[config.mk]
export PLATFORM = sky130hd
export DESIGN_NAME = i2c_target_regs
export DESIGN_NICKNAME = d
export VERILOG_FILES = /design/src/rtl/i2c_target_regs.sv
export SDC_FILE = /design/constraint.sdc
export NUM_CORES = 1
export LEC_CHECK = 0
export ABC_CLOCK_PERIOD_IN_PS = 5550
export BUFFER_PORTS_ARGS = -buffer_cell sky130_fd_sc_hd__buf_2
export CAP_MARGIN = 10
export CORE_UTILIZATION = 45
export CTS_BUF_LIST = sky130_fd_sc_hd__clkbuf_4 sky130_fd_sc_hd__clkbuf_8 sky130_fd_sc_hd__clkbuf_16
export CTS_CLUSTER_DIAMETER = 80
export DETAILED_ROUTE_END_ITERATION = 7
export PLACE_DENSITY = 0.69
export SYNTH_ARGS = -nofsm -noshare
export SYNTH_HDL_FRONTEND = slang
export SYNTH_SLANG_ARGS = --single-unit
[constraint.sdc]
create_clock -name io_mainClk -period 5.55 [get_ports io_mainClk]
set_input_delay 0.555 -clock io_mainClk [delete_from_list [all_inputs] [get_ports io_mainClk]]
set_output_delay 0.555 -clock io_mainClk [all_outputs]
set_load 0.02 [all_outputs]
[src/rtl/i2c_target_regs.sv]
// I2C target responder with a 16 x 8-bit register file shared with a local parallel port.
// Optional SCL/SDA glitch filter is enabled by defining I2C_TARGET_GLITCH_FILTER_EN.
module i2c_target_regs #(
    parameter logic [6:0] TARGET_ADDR = 7'h42,
    parameter int         FILTER_LEN  = 4
) (
    input  logic       io_mainClk,
    input  logic       io_asyncResetn,
    input  logic       io_i2c_scl_read,
    input  logic       io_i2c_sda_read,
    output logic       io_i2c_sda_write,
    input  logic [3:0] io_bus_addr,
    input  logic [7:0] io_bus_wdata,
    input  logic       io_bus_we,
    output logic [7:0] io_bus_rdata,
    output logic       io_wrStrobe,
    output logic [3:0] io_wrAddr,
    output logic       io_busy
);

    typedef enum logic [2:0] {
        S_IDLE,
        S_ADDR,
        S_ADDR_ACK,
        S_WR_DATA,
        S_WR_ACK,
        S_RD_DATA,
        S_RD_ACK
    } state_t;

    if (FILTER_LEN < 1) begin : g_bad_filter_len
        $error("FILTER_LEN must be at least 1");
    end

    logic [1:0] r_scl_sync;
    logic [1:0] r_sda_sync;
    logic       w_scl;
    logic       w_sda;
    logic       r_scl_prev;
    logic       r_sda_prev;

    // Idle bus level is high, so the synchronizers reset to 1 to avoid a false edge.
    always_ff @(posedge io_mainClk or negedge io_asyncResetn) begin
        if (!io_asyncResetn) begin
            r_scl_sync <= 2'b11;
            r_sda_sync <= 2'b11;
        end else begin
            r_scl_sync <= {r_scl_sync[0], io_i2c_scl_read};
            r_sda_sync <= {r_sda_sync[0], io_i2c_sda_read};
        end
    end

`ifdef I2C_TARGET_GLITCH_FILTER_EN
    localparam int CNT_W = $clog2(FILTER_LEN + 1);

    logic [CNT_W-1:0] r_scl_cnt;
    logic [CNT_W-1:0] r_sda_cnt;
    logic             r_scl_filt;
    logic             r_sda_filt;

    always_ff @(posedge io_mainClk or negedge io_asyncResetn) begin
        if (!io_asyncResetn) begin
            r_scl_cnt  <= '0;
            r_sda_cnt  <= '0;
            r_scl_filt <= 1'b1;
            r_sda_filt <= 1'b1;
        end else begin
            if (r_scl_sync[1] == r_scl_filt) begin
                r_scl_cnt <= '0;
            end else if (r_scl_cnt == CNT_W'(FILTER_LEN - 1)) begin
                r_scl_filt <= r_scl_sync[1];
                r_scl_cnt  <= '0;
            end else begin
                r_scl_cnt <= r_scl_cnt + 1'b1;
            end

            if (r_sda_sync[1] == r_sda_filt) begin
                r_sda_cnt <= '0;
            end else if (r_sda_cnt == CNT_W'(FILTER_LEN - 1)) begin
                r_sda_filt <= r_sda_sync[1];
                r_sda_cnt  <= '0;
            end else begin
                r_sda_cnt <= r_sda_cnt + 1'b1;
            end
        end
    end

    assign w_scl = r_scl_filt;
    assign w_sda = r_sda_filt;
`else
    assign w_scl = r_scl_sync[1];
    assign w_sda = r_sda_sync[1];
`endif

    logic w_scl_rise;
    logic w_scl_fall;
    logic w_start;
    logic w_stop;

    assign w_scl_rise = w_scl & ~r_scl_prev;
    assign w_scl_fall = ~w_scl & r_scl_prev;
    assign w_start    = w_scl & r_scl_prev & r_sda_prev & ~w_sda;
    assign w_stop     = w_scl & r_scl_prev & ~r_sda_prev & w_sda;

    state_t     r_state;
    state_t     w_state_nxt;
    logic [2:0] r_bit_cnt;
    logic [2:0] w_bit_cnt_nxt;
    logic [7:0] r_shift;
    logic [7:0] w_shift_nxt;
    logic [3:0] r_ptr;
    logic [3:0] w_ptr_nxt;
    logic       r_sda_out;
    logic       w_sda_out_nxt;
    logic       r_busy;
    logic       w_busy_nxt;
    logic       r_first;
    logic       w_first_nxt;
    logic       w_wr_en;
    logic [7:0] w_byte;
    logic [7:0] r_regs [16];
    logic [7:0] r_rdata;

    assign w_byte = {r_shift[6:0], w_sda};

    // NOTE: every output gets a default first so no path infers a latch; blocking '=' here, '<=' only in always_ff.
    always_comb begin
        w_state_nxt   = r_state;
        w_bit_cnt_nxt = r_bit_cnt;
        w_shift_nxt   = r_shift;
        w_ptr_nxt     = r_ptr;
        w_sda_out_nxt = r_sda_out;
        w_busy_nxt    = r_busy;
        w_first_nxt   = r_first;
        w_wr_en       = 1'b0;

        if (w_stop) begin
            w_state_nxt   = S_IDLE;
            w_sda_out_nxt = 1'b1;
            w_busy_nxt    = 1'b0;
        end else if (w_start) begin
            w_state_nxt   = S_ADDR;
            w_bit_cnt_nxt = '0;
            w_sda_out_nxt = 1'b1;
        end else begin
            unique case (r_state)
                S_IDLE: begin
                end
                S_ADDR: begin
                    if (w_scl_rise) begin
                        w_shift_nxt   = w_byte;
                        w_bit_cnt_nxt = r_bit_cnt + 3'd1;
                        if (r_bit_cnt == 3'd7) begin
                            if (w_byte[7:1] == TARGET_ADDR && w_byte[7:1] != 7'h00) begin
                                w_state_nxt = S_ADDR_ACK;
                                w_busy_nxt  = 1'b1;
                                w_first_nxt = 1'b1;
                            end else begin
                                w_state_nxt = S_IDLE;
                                w_busy_nxt  = 1'b0;
                            end
                        end
                    end
                end
                S_ADDR_ACK: begin
                    if (w_scl_fall) begin
                        w_sda_out_nxt = 1'b0;
                    end else if (w_scl_rise) begin
                        w_bit_cnt_nxt = '0;
                        if (r_shift[0]) begin
                            w_state_nxt = S_RD_DATA;
                            w_shift_nxt = r_regs[r_ptr];
                        end else begin
                            w_state_nxt = S_WR_DATA;
                        end
                    end
                end
                S_WR_DATA: begin
                    if (w_scl_fall) begin
                        w_sda_out_nxt = 1'b1;
                    end else if (w_scl_rise) begin
                        w_shift_nxt   = w_byte;
                        w_bit_cnt_nxt = r_bit_cnt + 3'd1;
                        if (r_bit_cnt == 3'd7) begin
                            w_state_nxt = S_WR_ACK;
                            if (r_first) begin
                                w_ptr_nxt   = w_byte[3:0];
                                w_first_nxt = 1'b0;
                            end else begin
                                w_wr_en   = 1'b1;
                                w_ptr_nxt = r_ptr + 4'd1;
                            end
                        end
                    end
                end
                S_WR_ACK: begin
                    if (w_scl_fall) begin
                        w_sda_out_nxt = 1'b0;
                    end else if (w_scl_rise) begin
                        w_state_nxt   = S_WR_DATA;
                        w_bit_cnt_nxt = '0;
                    end
                end
                S_RD_DATA: begin
                    // Each falling edge presents the current MSB; the rising edge moves on to the next bit.
                    if (w_scl_fall) begin
                        w_sda_out_nxt = r_shift[7];
                    end else if (w_scl_rise) begin
                        w_shift_nxt   = {r_shift[6:0], 1'b0};
                        w_bit_cnt_nxt = r_bit_cnt + 3'd1;
                        if (r_bit_cnt == 3'd7) begin
                            w_state_nxt = S_RD_ACK;
                            w_ptr_nxt   = r_ptr + 4'd1;
                        end
                    end
                end
                S_RD_ACK: begin
                    if (w_scl_fall) begin
                        w_sda_out_nxt = 1'b1;
                    end else if (w_scl_rise) begin
                        if (!w_sda) begin
                            w_state_nxt   = S_RD_DATA;
                            w_shift_nxt   = r_regs[r_ptr];
                            w_bit_cnt_nxt = '0;
                        end else begin
                            w_state_nxt = S_IDLE;
                        end
                    end
                end
                default: w_state_nxt = S_IDLE;
            endcase
        end
    end

    always_ff @(posedge io_mainClk or negedge io_asyncResetn) begin
        if (!io_asyncResetn) begin
            r_state    <= S_IDLE;
            r_bit_cnt  <= '0;
            r_shift    <= '0;
            r_ptr      <= '0;
            r_sda_out  <= 1'b1;
            r_busy     <= 1'b0;
            r_first    <= 1'b0;
            r_scl_prev <= 1'b1;
            r_sda_prev <= 1'b1;
        end else begin
            r_state    <= w_state_nxt;
            r_bit_cnt  <= w_bit_cnt_nxt;
            r_shift    <= w_shift_nxt;
            r_ptr      <= w_ptr_nxt;
            r_sda_out  <= w_sda_out_nxt;
            r_busy     <= w_busy_nxt;
            r_first    <= w_first_nxt;
            r_scl_prev <= w_scl;
            r_sda_prev <= w_sda;
        end
    end

    // NOTE: the register bank has a defined reset value, so it is built from resettable flops, not RAM.
    always_ff @(posedge io_mainClk or negedge io_asyncResetn) begin
        if (!io_asyncResetn) begin
            for (int i = 0; i < 16; i++) begin
                r_regs[i] <= '0;
            end
            r_rdata <= '0;
        end else begin
            if (io_bus_we) begin
                r_regs[io_bus_addr] <= io_bus_wdata;
            end
            // Placed after the local write so the I2C commit wins a same-index collision.
            if (w_wr_en) begin
                r_regs[r_ptr] <= w_byte;
            end
            r_rdata <= r_regs[io_bus_addr];
        end
    end

    assign io_i2c_sda_write = r_sda_out;
    assign io_busy          = r_busy;
    assign io_wrStrobe      = w_wr_en;
    assign io_wrAddr        = r_ptr;
    assign io_bus_rdata     = r_rdata;

endmodule

Word level (Yosys, flattened, before mapping)
Index checks and enable logic that the tools add are counted.
{"block": "totals", "ff_bits": 163, "inputBits": 17, "out_inout_bits": 15}
{"block": "op_classes", "n_addsub": 2, "order_cmp": 4, "eq_ne": 48, "muxes": 88, "n_bitwise": 15, "n_reduce_logical": 24}
{"operator": "128-bit bitwise mux", "count": 2}
{"operator": "128-bit two-way mux", "count": 2}
{"operator": "8-bit two-way mux", "count": 16}
{"operator": "3-bit two-way mux", "count": 26}
{"operator": "8-bit binary-select mux with 4-bit select", "count": 2}
{"operator": "8-bit demux with 4-bit select", "count": 2}
{"operator": "4-bit inequality test (second input constant)", "count": 15}
{"operator": "8-bit case mux with 5 select lines", "count": 1}
{"operator": "2-bit inequality test (second input constant)", "count": 15}
{"operator": "4-bit two-way mux", "count": 7}
{"operator": "1-bit two-way mux", "count": 24}
{"operator": "3-bit case mux with 7 select lines", "count": 1}
{"operator": "9-bit AND reduction", "count": 2}
{"operator": "15-bit AND reduction", "count": 1}
{"operator": "5-bit nonzero test", "count": 3}
{"operator": "3-bit == test (second input constant)", "count": 4}
{"operator": "3-bit inequality test (second input constant)", "count": 4}
{"operator": "3-bit case mux with 4 select lines", "count": 1}
{"operator": "12-bit AND reduction", "count": 1}
{"operator": "11-bit AND reduction", "count": 1}
{"operator": "5-bit greater-or-equal comparator (second input constant)", "count": 2}
{"operator": "5-bit by 1-bit less-than comparator with 1-bit output (second input constant)", "count": 2}
{"operator": "4-bit inverter with 5-bit output", "count": 2}
{"operator": "2-bit nonzero test", "count": 5}
{"operator": "other kinds (21)", "count": 40}

Longest topological paths before layout
Gate-level depths: netlist of run 1.
{"block": "logic_depth", "word_depth": 9, "mapped_depth": 8, "depth_no_buf": 7}

Worst setup path after synthesis of run 1
OpenSTA, ideal clock, no wires.
{"block": "synth_path", "path_type": "register -> output", "startpoint": "register r_scl_sync[1]", "endpoint": "output io_wrStrobe", "t_arrival_ns": 1.453, "required_ns": 4.995, "path_slack_ns": 3.542, "path_stages_with_launch": 5, "cell_sequence": "dfstp_2 > buf_2 > nand4b_4 > or2_4 > nor2_1"}
{"block": "synth_via", "elab_chain_cells": 6, "word_cells_on_any_way": 13, "cone_classes": "mux (5); bitwise (8)"}
{"element": "start: declaration", "line_no": "35", "text": "logic [1:0] r_scl_sync;"}
{"element": "start signal: assignment", "line_no": "48", "text": "r_scl_sync <= {r_scl_sync[0], io_i2c_scl_read};"}
{"element": "1-bit bitwise AND or 1-bit inverter (tied branches)", "line_no": "100, 101"}
{"element": "1-bit two-way mux or 1-bit bitwise AND (tied branches)", "line_no": "181, 101"}
{"element": "1-bit two-way mux", "line_no": "179", "text": "if (w_scl_fall) begin"}
{"element": "1-bit two-way mux", "line_no": "146", "text": "unique case (r_state)"}
{"element": "1-bit two-way mux", "line_no": "141", "text": "end else if (w_start) begin"}
{"element": "1-bit two-way mux *", "line_no": "137", "text": "if (w_stop) begin"}
{"element": "end: declaration", "line_no": "16", "text": "output logic io_wrStrobe,"}
Mark *: on every way between the ends. The rest lies on a longest branch, timed or not.

Worst setup path in the final report of run 1
{"block": "layout_path", "startpoint": "register r_ptr[1], in the netlist io_wrAddr[1]", "endpoint": "register r_regs[107] (netlist bit)"}
{"block": "layout_via", "elab_chain_cells": 7, "word_cells_on_any_way": 8, "cone_classes": "order compare (2); mux (4); bitwise (1); reduce/logical (1)"}
{"element": "start: declaration", "line_no": "111", "text": "logic [3:0] r_ptr;"}
{"element": "start signal: assignment", "line_no": "250", "text": "r_ptr <= w_ptr_nxt;"}
{"element": "4-bit inverter with 5-bit output (implied by the code) *", "line_no": "272", "text": "r_regs[r_ptr] <= w_byte;"}
{"element": "5-bit greater-or-equal comparator (implied by the code) or 5-bit by 1-bit less-than comparator with 1-bit output (tied branches)", "line_no": "272"}
{"element": "1-bit logical AND (implied by the code)", "line_no": "272"}
{"element": "8-bit two-way mux (implied by the code)", "line_no": "272"}
{"element": "8-bit demux with 4-bit select *", "line_no": "272"}
{"element": "128-bit bitwise mux *", "line_no": "272"}
{"element": "128-bit two-way mux *", "line_no": "271", "text": "if (w_wr_en) begin"}
{"element": "end signal: indexed assignment", "line_no": "268", "text": "r_regs[io_bus_addr] <= io_bus_wdata;"}
{"element": "end signal: indexed assignment", "line_no": "272"}
{"element": "end: declaration", "line_no": "121", "text": "logic [7:0] r_regs [16];"}
Marked as above.
A chain may end at the register's enable or synchronous reset.

==> results of run 1 <==
-- report_power, final --
| group | internal, mW | switching, mW | total, mW |
|---|---|---|---|
| Clock | 0.690 | 0.494 | 1.18 |
| Combinational | 0.437 | 0.391 | 0.828 |
| Sequential | 1.46 | 0.357 | 1.81 |
| Total | 2.58 | 1.24 | 3.83 |
-- how the worst min path moves through the flow --
stage,from,end,slack [ps],depth (start not counted)
final,io_asyncResetn,r_regs[107],80,1
after global placement,r_sda_sync[0],r_sda_sync[1],350,0
after floorplan,io_asyncResetn,io_bus_rdata[0],260,0
after global routing,io_asyncResetn,r_regs[111],120,1
after detailed placement,r_scl_sync[0],r_scl_sync[1],350,0
after CTS,io_asyncResetn,r_regs[111],90,1
-- metrics by stage --
stage / hold WS (ps) / setup slack [ps] / total power, mW / instances
3_3_place_gp: 347 / 2790 / 2.60 / 1170
3_5_place_dp: 348 / 2750 / 2.63 / 1170
4_1_cts: 87.3 / 2740 / 3.81 / 1199
2_1_floorplan: 259 / 3540 / 2.30 / 921
5_1_grt: 116 / 2620 / 3.97 / 1199
6_report: 80.2 / 2630 / 3.83 / 1199
-- metal layers --
| layer | global-route usage (%) | part of all wire, % | wire length [um] |
|---|---|---|---|
| met5 | 0 | 0.035 | 11 |
| met3 | 7.78 | 11 | 3300 |
| met1 | 40.0 | 41 | 12700 |
| met4 | 12.4 | 4.3 | 1330 |
| met2 | 42.3 | 44 | 13900 |
-- cell type report --
| class | count | area [um2] |
|---|---|---|
| tap | 280 | 350 |
| sequential | 163 | 4090 |
| clock inverter | 8 | 105 |
| clock buffer | 21 | 468 |
| timing repair buffer | 36 | 199 |
| multi-input combinational | 685 | 5580 |
| fill | 1991 | 11100 |
| inverter | 6 | 22.5 |
-- synthesized netlist by cell type (2+ instances only) --
| library cell | n | share of area [%] |
|---|---|---|
| or4_1 | 2 | 0.15 |
| a21oi_1 | 148 | 7.3 |
| buf_1 | 8 | 0.30 |
| ha_1 | 6 | 0.74 |
| nor4_4 | 4 | 0.84 |
| clkbuf_2 | 2 | 0.099 |
| nor2b_1 | 8 | 0.50 |
| buf_6 | 11 | 1.2 |
| nor2_2 | 9 | 0.56 |
| o211ai_1 | 2 | 0.15 |
| mux4_2 | 56 | 12 |
| mux4_4 | 2 | 0.50 |
| nor4_1 | 4 | 0.25 |
| buf_4 | 4 | 0.30 |
| mux4_1 | 13 | 3.4 |
| nand3_1 | 7 | 0.35 |
| nor3_1 | 5 | 0.25 |
| inv_2 | 2 | 0.074 |
| nor3b_1 | 2 | 0.15 |
| buf_2 | 14 | 0.69 |
| dfstp_2 | 7 | 1.8 |
| dfrtp_1 | 156 | 39 |
| buf_12 | 2 | 0.40 |
| clkbuf_1 | 26 | 0.97 |
| mux2i_1 | 142 | 14 |
| nand3b_1 | 7 | 0.52 |
| and3_1 | 3 | 0.19 |
| nand2_2 | 16 | 0.99 |
| nand2b_1 | 8 | 0.50 |
| o22ai_1 | 6 | 0.37 |
| nand2b_4 | 3 | 0.41 |
| inv_1 | 4 | 0.15 |
| nand4_1 | 2 | 0.12 |
| a22o_1 | 3 | 0.26 |
| nor2_1 | 148 | 5.5 |
| nand2_1 | 34 | 1.3 |
| a211o_1 | 7 | 0.61 |
| or3_1 | 3 | 0.19 |
| a32oi_1 | 2 | 0.17 |
| mux2_2 | 3 | 0.33 |
| o21ai_0 | 14 | 0.69 |
-- layout by cell type (no fill, tap or decap), drive strengths merged, types with 8 or more instances in the layout --
| cell | n |
|---|---|
| a21oi | 148 |
| clkbuf | 21 |
| nor2 | 157 |
| nand2 | 50 |
| mux4 | 71 |
| o21ai | 14 |
| nand2b | 11 |
| buf | 36 |
| dfrtp | 156 |
| mux2i | 142 |
| nor4 | 8 |
| nor2b | 8 |
-- registers in the layout (all words and copies together), names as in the netlist --
| signal | count |
|---|---|
| r_shift | 8 |
| r_state | 3 |
| io_bus_rdata | 8 |
| r_sda_prev | 1 |
| r_scl_sync | 2 |
| r_regs | 128 |
| r_bit_cnt | 3 |
| r_sda_sync | 2 |
| io_wrAddr | 4 |
| r_first | 1 |
| r_scl_prev | 1 |
| io_i2c_sda_write | 1 |
| io_busy | 1 |
-- kinds of logic after synthesis --
logic type	count (synthesis)	synth area share, %
buffers and inverters	73	4.20
DFF	163	40.5
adders and majority gates	6	0.744
and+or+nand+nor	269	13.2
AOI/OAI and AO/OA	193	10.5
xor gates and xnor gates	1	0.0868
muxes	216	30.8
==> flow_metrics.tcl, run 1 <==
set metrics [dict create \
    outcome "finished clean" \
    critPathBufInv 1 \
    cts_tree "yes" \
    path_class "reg2reg" \
    period_share_pct 52.7 \
    cp.arrival_ps 3240 \
    clockRootBuffer "clkbuf_16" \
    postLayoutCoreUtil_pct 49.4 \
    vias 7932 \
    io_pins 32 \
    drtPass1Iterations 5 \
    cp.depth 6 \
    max-clock-path-buffers 2 \
    port_buffers 31 \
    relSlewSlack_pct 29.0 \
    die_h_um 152 \
    setup_tns_ps 0 \
    timing.rr.end "r_regs[107]" \
    rsz0062_at_grt "false" \
    clk-insertion-delay-late_ps 430 \
    num-nets-final 932 \
    netlist_instances 921 \
    synth_fp_nets 944 \
    cp_max_fo 27 \
    dpl-instance-area_mm2 0.0102 \
    syn_to_final_growth_pct 7.15 \
    finalHoldViolCount 0 \
    grt_pass1_vias 7634 \
    fin_skew_ps 9.89 \
    crit_family "simple AND/OR/NAND/NOR gates" \
    numCtsBuffers 17 \
    crit_path_max_incr_delay_ps 730 \
    antenna_found_initial 1 \
    worstSetupStartpointType "flop" \
    gp_congestion 0.923 \
    async_flop_share_pct 100 \
    worstMarginPinSlew_ps 1060 \
    synth_edf_count 0 \
    fmax_mhz 342 \
    row_count 54 \
    worstSetupEndpoint "r_regs[107]" \
    final_area_mm2 0.0108 \
    wl_per_cell_um 26.1 \
    r2r-start "io_wrAddr[1]" \
    period_needed_ps 2920 \
    htree_levels 4 \
    drv_cap 0 \
    crit_start "io_wrAddr[1]" \
    synth-seq-cells 163 \
    synthFlopType "dfrtp_1" \
    seq_area_frac_synth_pct 40.5 \
    drcViolationCount 0 \
    cts_setup_buffers 0 \
    r2r_cells 6 \
    cts.sinks 163 \
    end_kind "flop" \
    cp.required_ps 5860 \
    p_leak_nw 4.53 \
    final_antenna_net_count 0 \
    grt_max_degree 62 \
    setup_violations 0 \
    syn_area_per_cell_um2 11.0 \
    slew_viol_final 0 \
    max-vdd-ir-drop_v 0.000183 \
    grt_pass1_wl_um 47800 \
    ys_warn_count 0 \
    yosysUniqueCellTypes 57 \
    antennaDiodeCount 0 \
    path_cells "buf_4, ha_1, nor2b_1, nand2_1, nor2_1, a21oi_1" \
    grtUsageTotal_pct 28.8 \
    cts_resized 0 \
    cp_slowest_cell "dfrtp_1" \
    die_area_mm2 0.0230 \
    coreArea_mm2 0.0219 \
    cts_hold_buf 0 \
    hpwl_um 20500 \
    r2r_setup_slack_ps 2630 \
    avgViaCountPerCell 6.62 \
    clk_pin_slew_worst_paths_ps 70 \
    grt_remaining_overflow 0 \
    wirelength_um 31300 \
    power_density_mw_per_mm2 354 \
    drive_above_1_share_pct 18.6 \
    fp.dieW_um 152 \
    hold_class "in2async" \
    start_util_pct 46.1 \
    syn_area_mm2 0.0101 \
    drtIter0Drc 944 \
]
No activity file was read; power rests on OpenSTA's default activity.
==> run 2: changes to the inputs <==
--- a/config.mk
+++ b/config.mk
@@ -5,14 +5,15 @@
 export SDC_FILE = /design/constraint.sdc
 export NUM_CORES = 1
 export LEC_CHECK = 0
-export ABC_CLOCK_PERIOD_IN_PS = 5550
+export ABC_AREA = 1
+export ABC_CLOCK_PERIOD_IN_PS = 2600
 export BUFFER_PORTS_ARGS = -buffer_cell sky130_fd_sc_hd__buf_2
 export CAP_MARGIN = 10
 export CORE_UTILIZATION = 45
 export CTS_BUF_LIST = sky130_fd_sc_hd__clkbuf_4 sky130_fd_sc_hd__clkbuf_8 sky130_fd_sc_hd__clkbuf_16
 export CTS_CLUSTER_DIAMETER = 80
 export DETAILED_ROUTE_END_ITERATION = 7
-export PLACE_DENSITY = 0.69
+export PLACE_DENSITY = 0.71
 export SYNTH_ARGS = -nofsm -noshare
 export SYNTH_HDL_FRONTEND = slang
 export SYNTH_SLANG_ARGS = --single-unit
==> constraint.sdc (replaced) <==
create_clock -name io_mainClk -period 2.6 [get_ports io_mainClk]
set_input_delay 0.26 -clock io_mainClk [delete_from_list [all_inputs] [get_ports io_mainClk]]
set_output_delay 0.26 -clock io_mainClk [all_outputs]
set_load 0.02 [all_outputs]
==> run 2 against run 1 <==
  * Hold slack improved by 230 ps
  * Die area rose by 4.0%
  * Register-to-register slack worse by 2400 ps
  * Synthesized cell count grew 64%
  * Cell area grew 7.2%
  * Power grew 120%
  * Combinational power grew to 3.0 times the previous value
  * Critical path depth increased by 1
  * Sequential power up 88%
  * Critical endpoint is now io_wrStrobe
  * Largest cell class unchanged
  * Highest routed layer is now met4
==> flow_metrics.tcl, run 2 <==
set metrics [dict create \
    drtIter0Drc 1248 \
    fmax_mhz 407 \
    cp.arrival_ps 2190 \
    wl_per_cell_um 19.8 \
    clk_pin_slew_worst_paths_ps 70 \
    max-clock-path-buffers 2 \
    slew_viol_final 0 \
    grt_pass1_vias 9902 \
    die_h_um 155 \
    worstMarginPinSlew_ps 651 \
    io_pins 32 \
    numCtsBuffers 17 \
    row_count 55 \
    drv_cap 0 \
    synthTopCellsByArea "dfrtp_1 37%, nand2_1 14%, inv_1 10%" \
    finalHoldViolCount 0 \
    netlist_instances 1509 \
    num-nets-final 1537 \
    drtPass1Iterations 6 \
    grt_max_degree 69 \
    antennaDiodeCount 0 \
    htree_levels 4 \
    period_needed_ps 2450 \
    syn_area_mm2 0.0105 \
    grt_pass1_wl_um 56500 \
    die_area_mm2 0.0240 \
    ys_warn_count 0 \
    largest_reg_flops 128 \
    clk-insertion-delay-late_ps 440 \
    drive_above_1_share_pct 8.51 \
    syn_area_per_cell_um2 6.96 \
    clockRootBuffer "clkbuf_16" \
    power_density_mw_per_mm2 725 \
    holdWs_ps 312 \
    period_share_pct 94.4 \
    postLayoutCoreUtil_pct 50.9 \
    synth_compound_area_share_pct 22.7 \
    antenna_found_initial 1 \
    synth_xor_area_share_pct 0.0833 \
    final_cell_mix "397 x nand2_1, 284 x inv_1, 188 x o21ai_0" \
    yosysUniqueCellTypes 27 \
    cp_max_fo 8 \
    regMostFlops "r_regs" \
    max-vdd-ir-drop_v 0.000450 \
    cp.required_ps 2340 \
    hold_class "in2reg" \
    synth.most_common_cell "nand2_1" \
    fp.dieW_um 155 \
    path_class "reg2out" \
    synthFlopType "dfrtp_1" \
    synth-seq-cells 163 \
    synth_top_family_by_area "compound AO/OA/AOI/OAI gates" \
    grt_remaining_overflow 0 \
    synthAdderAreaFrac_pct 0.714 \
    seq_area_frac_synth_pct 38.9 \
    gp_congestion 0.955 \
    setup_violations 0 \
    syn_to_final_growth_pct 10.4 \
    synth_largest_area_cell "dfrtp_1" \
    port_buffers 31 \
    p_leak_nw 6.07 \
    synth_edf_count 0 \
    worstSetupStartpointType "flop" \
    setup_tns_ps 0 \
    wirelength_um 36300 \
    relSlewSlack_pct 56.3 \
    synth_fp_nets 1532 \
    fin_skew_ps 13.5 \
    async_flop_share_pct 100 \
    vias 10600 \
    start_util_pct 46.1 \
    synthMuxAreaShare_pct 0 \
    final_common_cell "nand2_1" \
    hpwl_um 24300 \
    end_kind "output pin" \
    final_antenna_net_count 0 \
    cts_tree "yes" \
    rsz0062_at_grt "false" \
    coreArea_mm2 0.0228 \
    drcViolationCount 0 \
    yosys.area_share.simple_pct 22.3 \
    outcome "finished clean" \
    grtUsageTotal_pct 31.4 \
    avgViaCountPerCell 5.75 \
    yosys.area.top_type_share_pct 37.1 \
    cts.sinks 163 \
    synth_commonest_cells "397 x nand2_1, 285 x inv_1, 188 x o21ai_0" \
]
[run 2: changes by cell type in the layout (fill, tap and decap cells not counted), moves of 108 or more]
cell | before | now
nand2_1 | 34 | 397
inv_1 | 4 | 284
nor2_1 | 148 | 40
o211ai_1 | 2 | 122
mux2i_1 | 142 | 0
o21ai_0 | 14 | 188
a21oi_1 | 148 | 20
[run 2: power breakdown]
group	internal [mW]	leakage [nW]	total [mW]	switching (mW)
registers	3.06	2.04	3.40	0.334
clock network	1.34	0.273	2.51	1.17
logic	0.814	3.76	2.50	1.68
[run 2: worst max-delay path, stage by stage (launching register included)]
cell     delay (ps)
dfrtp_1         370
ha_1            150
ha_1            160
nand3_1         220
nor3_4          210
buf_4           190
buf_6           220
buf_2           220
[run 2: cell families (layout without fill, tap and decap cells)]
logic type / Yosys count / after routing
flops: 163 / 163
xor+xnor: 1 / 1
fa+ha+maj: 6 / 6
simple gates: 550 / 550
buf+inv: 389 / 407
compound gates: 400 / 400
[run 2: worst paths after layout]
path	depth (start not counted)	to	slack [ps]	from
max	7	io_wrStrobe	150	r_bit_cnt[0]
min	5	r_regs[49]	310	io_bus_wdata[1]
max reg2reg	6	r_regs[24]	260	io_wrAddr[1]
min reg2reg	0	r_scl_sync[1]	360	r_scl_sync[0]
max in group asynchronous	3	r_regs[46]	1530	io_asyncResetn
min in group asynchronous	2	r_regs[78]	320	io_asyncResetn
[run 2: what timing repair did]
| item | CTS | global route |
|---|---|---|
| setup buffers | 0 | 1 |
| hold buffers | 3 | 0 |
| setup endpoints to repair | 1 | 1 |
| hold endpoints to repair | 45 | 0 |
| gates cloned | 0 | 0 |
| pin swaps | 1 | 1 |
| resized for setup | 0 | 1 |
[run 2: metal layers]
| layer | vias to the layer above | GRT usage [%] | share of wire [%] |
|---|---|---|---|
| li1 | 4926 | - | - |
| met1 | 4991 | 42.1 | 41 |
| met2 | 579 | 48.9 | 44 |
| met3 | 90 | 6.72 | 11 |
| met4 | 0 | 13.5 | 3.8 |
| met5 | - | 0 | 0 |
[run 2: area by class of cell]
cell class                 instances  area (um2)
clock buffer                      17         425
clock inverter                    15         148
fill                            2259       11200
inverter                         295        1110
multi-input combinational        957        4820
sequential                       163        4090
tap                              313         392
timing repair buffer              80         616
[run 2: metrics by stage]
| step | cells | setup slack [ps] | cell area [um2] | power, mW |
|---|---|---|---|---|
| floorplan | 1509 | 301 | 10500 | 4.92 |
| finish | 1840 | 146 | 11600 | 8.41 |
| global route | 1840 | 34.4 | 11600 | 8.85 |
| global placement | 1804 | 324 | 11000 | 5.79 |
| detailed placement | 1804 | 245 | 11000 | 5.85 |
| CTS | 1839 | 27.8 | 11600 | 8.36 |
==> run 3: changes to the inputs <==
--- a/config.mk
+++ b/config.mk
@@ -10,7 +10,7 @@
 export BUFFER_PORTS_ARGS = -buffer_cell sky130_fd_sc_hd__buf_2
 export CAP_MARGIN = 10
 export CORE_UTILIZATION = 45
-export CTS_BUF_LIST = sky130_fd_sc_hd__clkbuf_4 sky130_fd_sc_hd__clkbuf_8 sky130_fd_sc_hd__clkbuf_16
+export CTS_BUF_LIST = sky130_fd_sc_hd__clkbuf_8
 export CTS_CLUSTER_DIAMETER = 80
 export DETAILED_ROUTE_END_ITERATION = 7
 export PLACE_DENSITY = 0.71
==> run 3 against run 2 <==
  * Sequential share of layout area up 0.60 points
  * Core utilization down 0.86 points
  * Combinational power about the same
  * Global-route usage about the same
  * Flip-flop and latch count unchanged
  * Fmax down 0.95%
  * Count of clock-buffer cells in the layout unchanged
  * Cell area down 1.7%
==> flow_metrics.tcl, run 3 (synthesis gave the netlist of run 2 again) <==
set metrics [dict create \
    outcome "finished clean" \
    cp_slowest_cell "dfrtp_1" \
    port_buffers 31 \
    drtPass1Iterations 6 \
    final_common_cell "nand2_1" \
    avgViaCountPerCell 5.73 \
    crit_family "buffers and inverters" \
    fillCellCount 2294 \
    antennaDiodeCount 0 \
    wirelength_um 36000 \
    cp_max_fo 8 \
    regMostFlops "r_regs" \
    critPathBufInv 2 \
    finalHoldViolCount 0 \
    cp.required_ps 2340 \
    syn_to_final_growth_pct 8.50 \
    setup_violations 0 \
    numCtsBuffers 17 \
    setup_tns_ps 0 \
    final_cell_mix "397 x nand2_1, 284 x inv_1, 188 x o21ai_0" \
    row_count 55 \
    rsz0062_at_grt "false" \
    period_needed_ps 2480 \
    drcViolationCount 0 \
    fp.dieW_um 155 \
    cts_tree "yes" \
    cp_common_cell "ha_1" \
    path_class "reg2out" \
    p_leak_nw 5.98 \
    die_area_mm2 0.0240 \
    relSlewSlack_pct 54.6 \
    gp_congestion 0.955 \
    cp.arrival_ps 2220 \
    coreArea_mm2 0.0228 \
    hpwl_um 24300 \
    num-nets-final 1537 \
    power_density_mw_per_mm2 680 \
    period_share_pct 95.3 \
    hold_class "in2async" \
    crit_path_max_incr_delay_ps 380 \
    largest_reg_flops 128 \
    vias 10600 \
    wl_per_cell_um 19.6 \
    end_kind "output pin" \
    path_cells "ha_1, ha_1, nand3_1, nor3_4, buf_4, buf_2" \
    fin_cells 1840 \
    max-vdd-ir-drop_v 0.000327 \
    clockRootBuffer "clkbuf_8" \
    placed_cells 1804 \
    final_antenna_net_count 0 \
    drv_cap 0 \
    grt_remaining_overflow 0 \
    clk-insertion-delay-late_ps 480 \
    grt_pass1_vias 9876 \
    grtUsageTotal_pct 31.3 \
    drtIter0Drc 1258 \
    cts.sinks 163 \
    fmax_mhz 404 \
    clk_pin_slew_worst_paths_ps 100 \
    drive_above_1_share_pct 8.51 \
    max-clock-path-buffers 2 \
    slew_viol_final 0 \
    start_util_pct 46.1 \
    grt_max_degree 69 \
    htree_levels 4 \
    io_pins 32 \
    die_h_um 155 \
    worstMarginPinSlew_ps 678 \
    worstSetupStartpointType "flop" \
    grt_pass1_wl_um 56600 \
    fin_skew_ps 16.6 \
    antenna_found_initial 1 \
]
==> run 3: changes by cell type in the layout (fill, tap and decap cells not counted) <==
cell       previous run  this run
buf_4                39        40
buf_6                 2         1
clkbuf_16            17         0
clkbuf_8              0        17
==> run 3: power breakdown <==
group          leakage [nW]  switching [mW]  internal (mW)
logic                  3.76            1.68          0.814
registers              2.04           0.335           3.06
clock network         0.186            1.09          0.781
==> run 3: per-stage QoR <==
step	utilization [%]	power (mW)	cell area, um2	hold slack [ps]	setup slack (ps)
final	50.1	7.76	11400	269	122
after global routing	50.1	8.21	11400	266	13.4
after CTS	50.1	7.71	11400	244	119
after detailed placement	48.2	5.85	11000	232	245
after global placement	48.2	5.79	11000	233	324
after floorplan	-	4.92	10500	-35.6	301
==> run 3: layout make-up <==
type                            instances  area (um2)  area share [%]
Clock buffer                           17         234            2.05
Sequential cell                       163        4090            35.9
Timing Repair Buffer                   80         612            5.37
Inverter                              295        1110            9.71
Clock inverter                         15         148            1.29
Multi-Input combinational cell        957        4820            42.3
Tap cell                              313         392            3.43
==> run 3: worst paths after layout <==
path / start / endpoint / slack (ps) / depth (start not counted)
max: r_bit_cnt[0] / io_wrStrobe / 120 / 6
min: io_asyncResetn / r_regs[78] / 270 / 2
max reg2reg: r_bit_cnt[0] / r_regs[15] / 220 / 8
min reg2reg: r_scl_sync[0] / r_scl_sync[1] / 360 / 0
max in group asynchronous: io_asyncResetn / r_regs[46] / 1570 / 3
min in group io_mainClk: io_bus_wdata[1] / r_regs[49] / 270 / 5
==> run 3: repair_timing <==
| action | 4_1_cts | 5_1_grt |
|---|---|---|
| resized for setup | 0 | 0 |
| buffers inserted | 1 | 0 |
| hold buffers | 3 | 0 |
| endpoints found under the hold margin | 45 | 0 |
| endpoints found under the setup margin | 1 | 0 |
==> run 3: routing by layer <==
layer  GRT usage [%]  routed length (um)
met1            42.1               14900
met3            7.03                3950
met2            48.7               15700
met4            13.3                1460
met5               0                   0
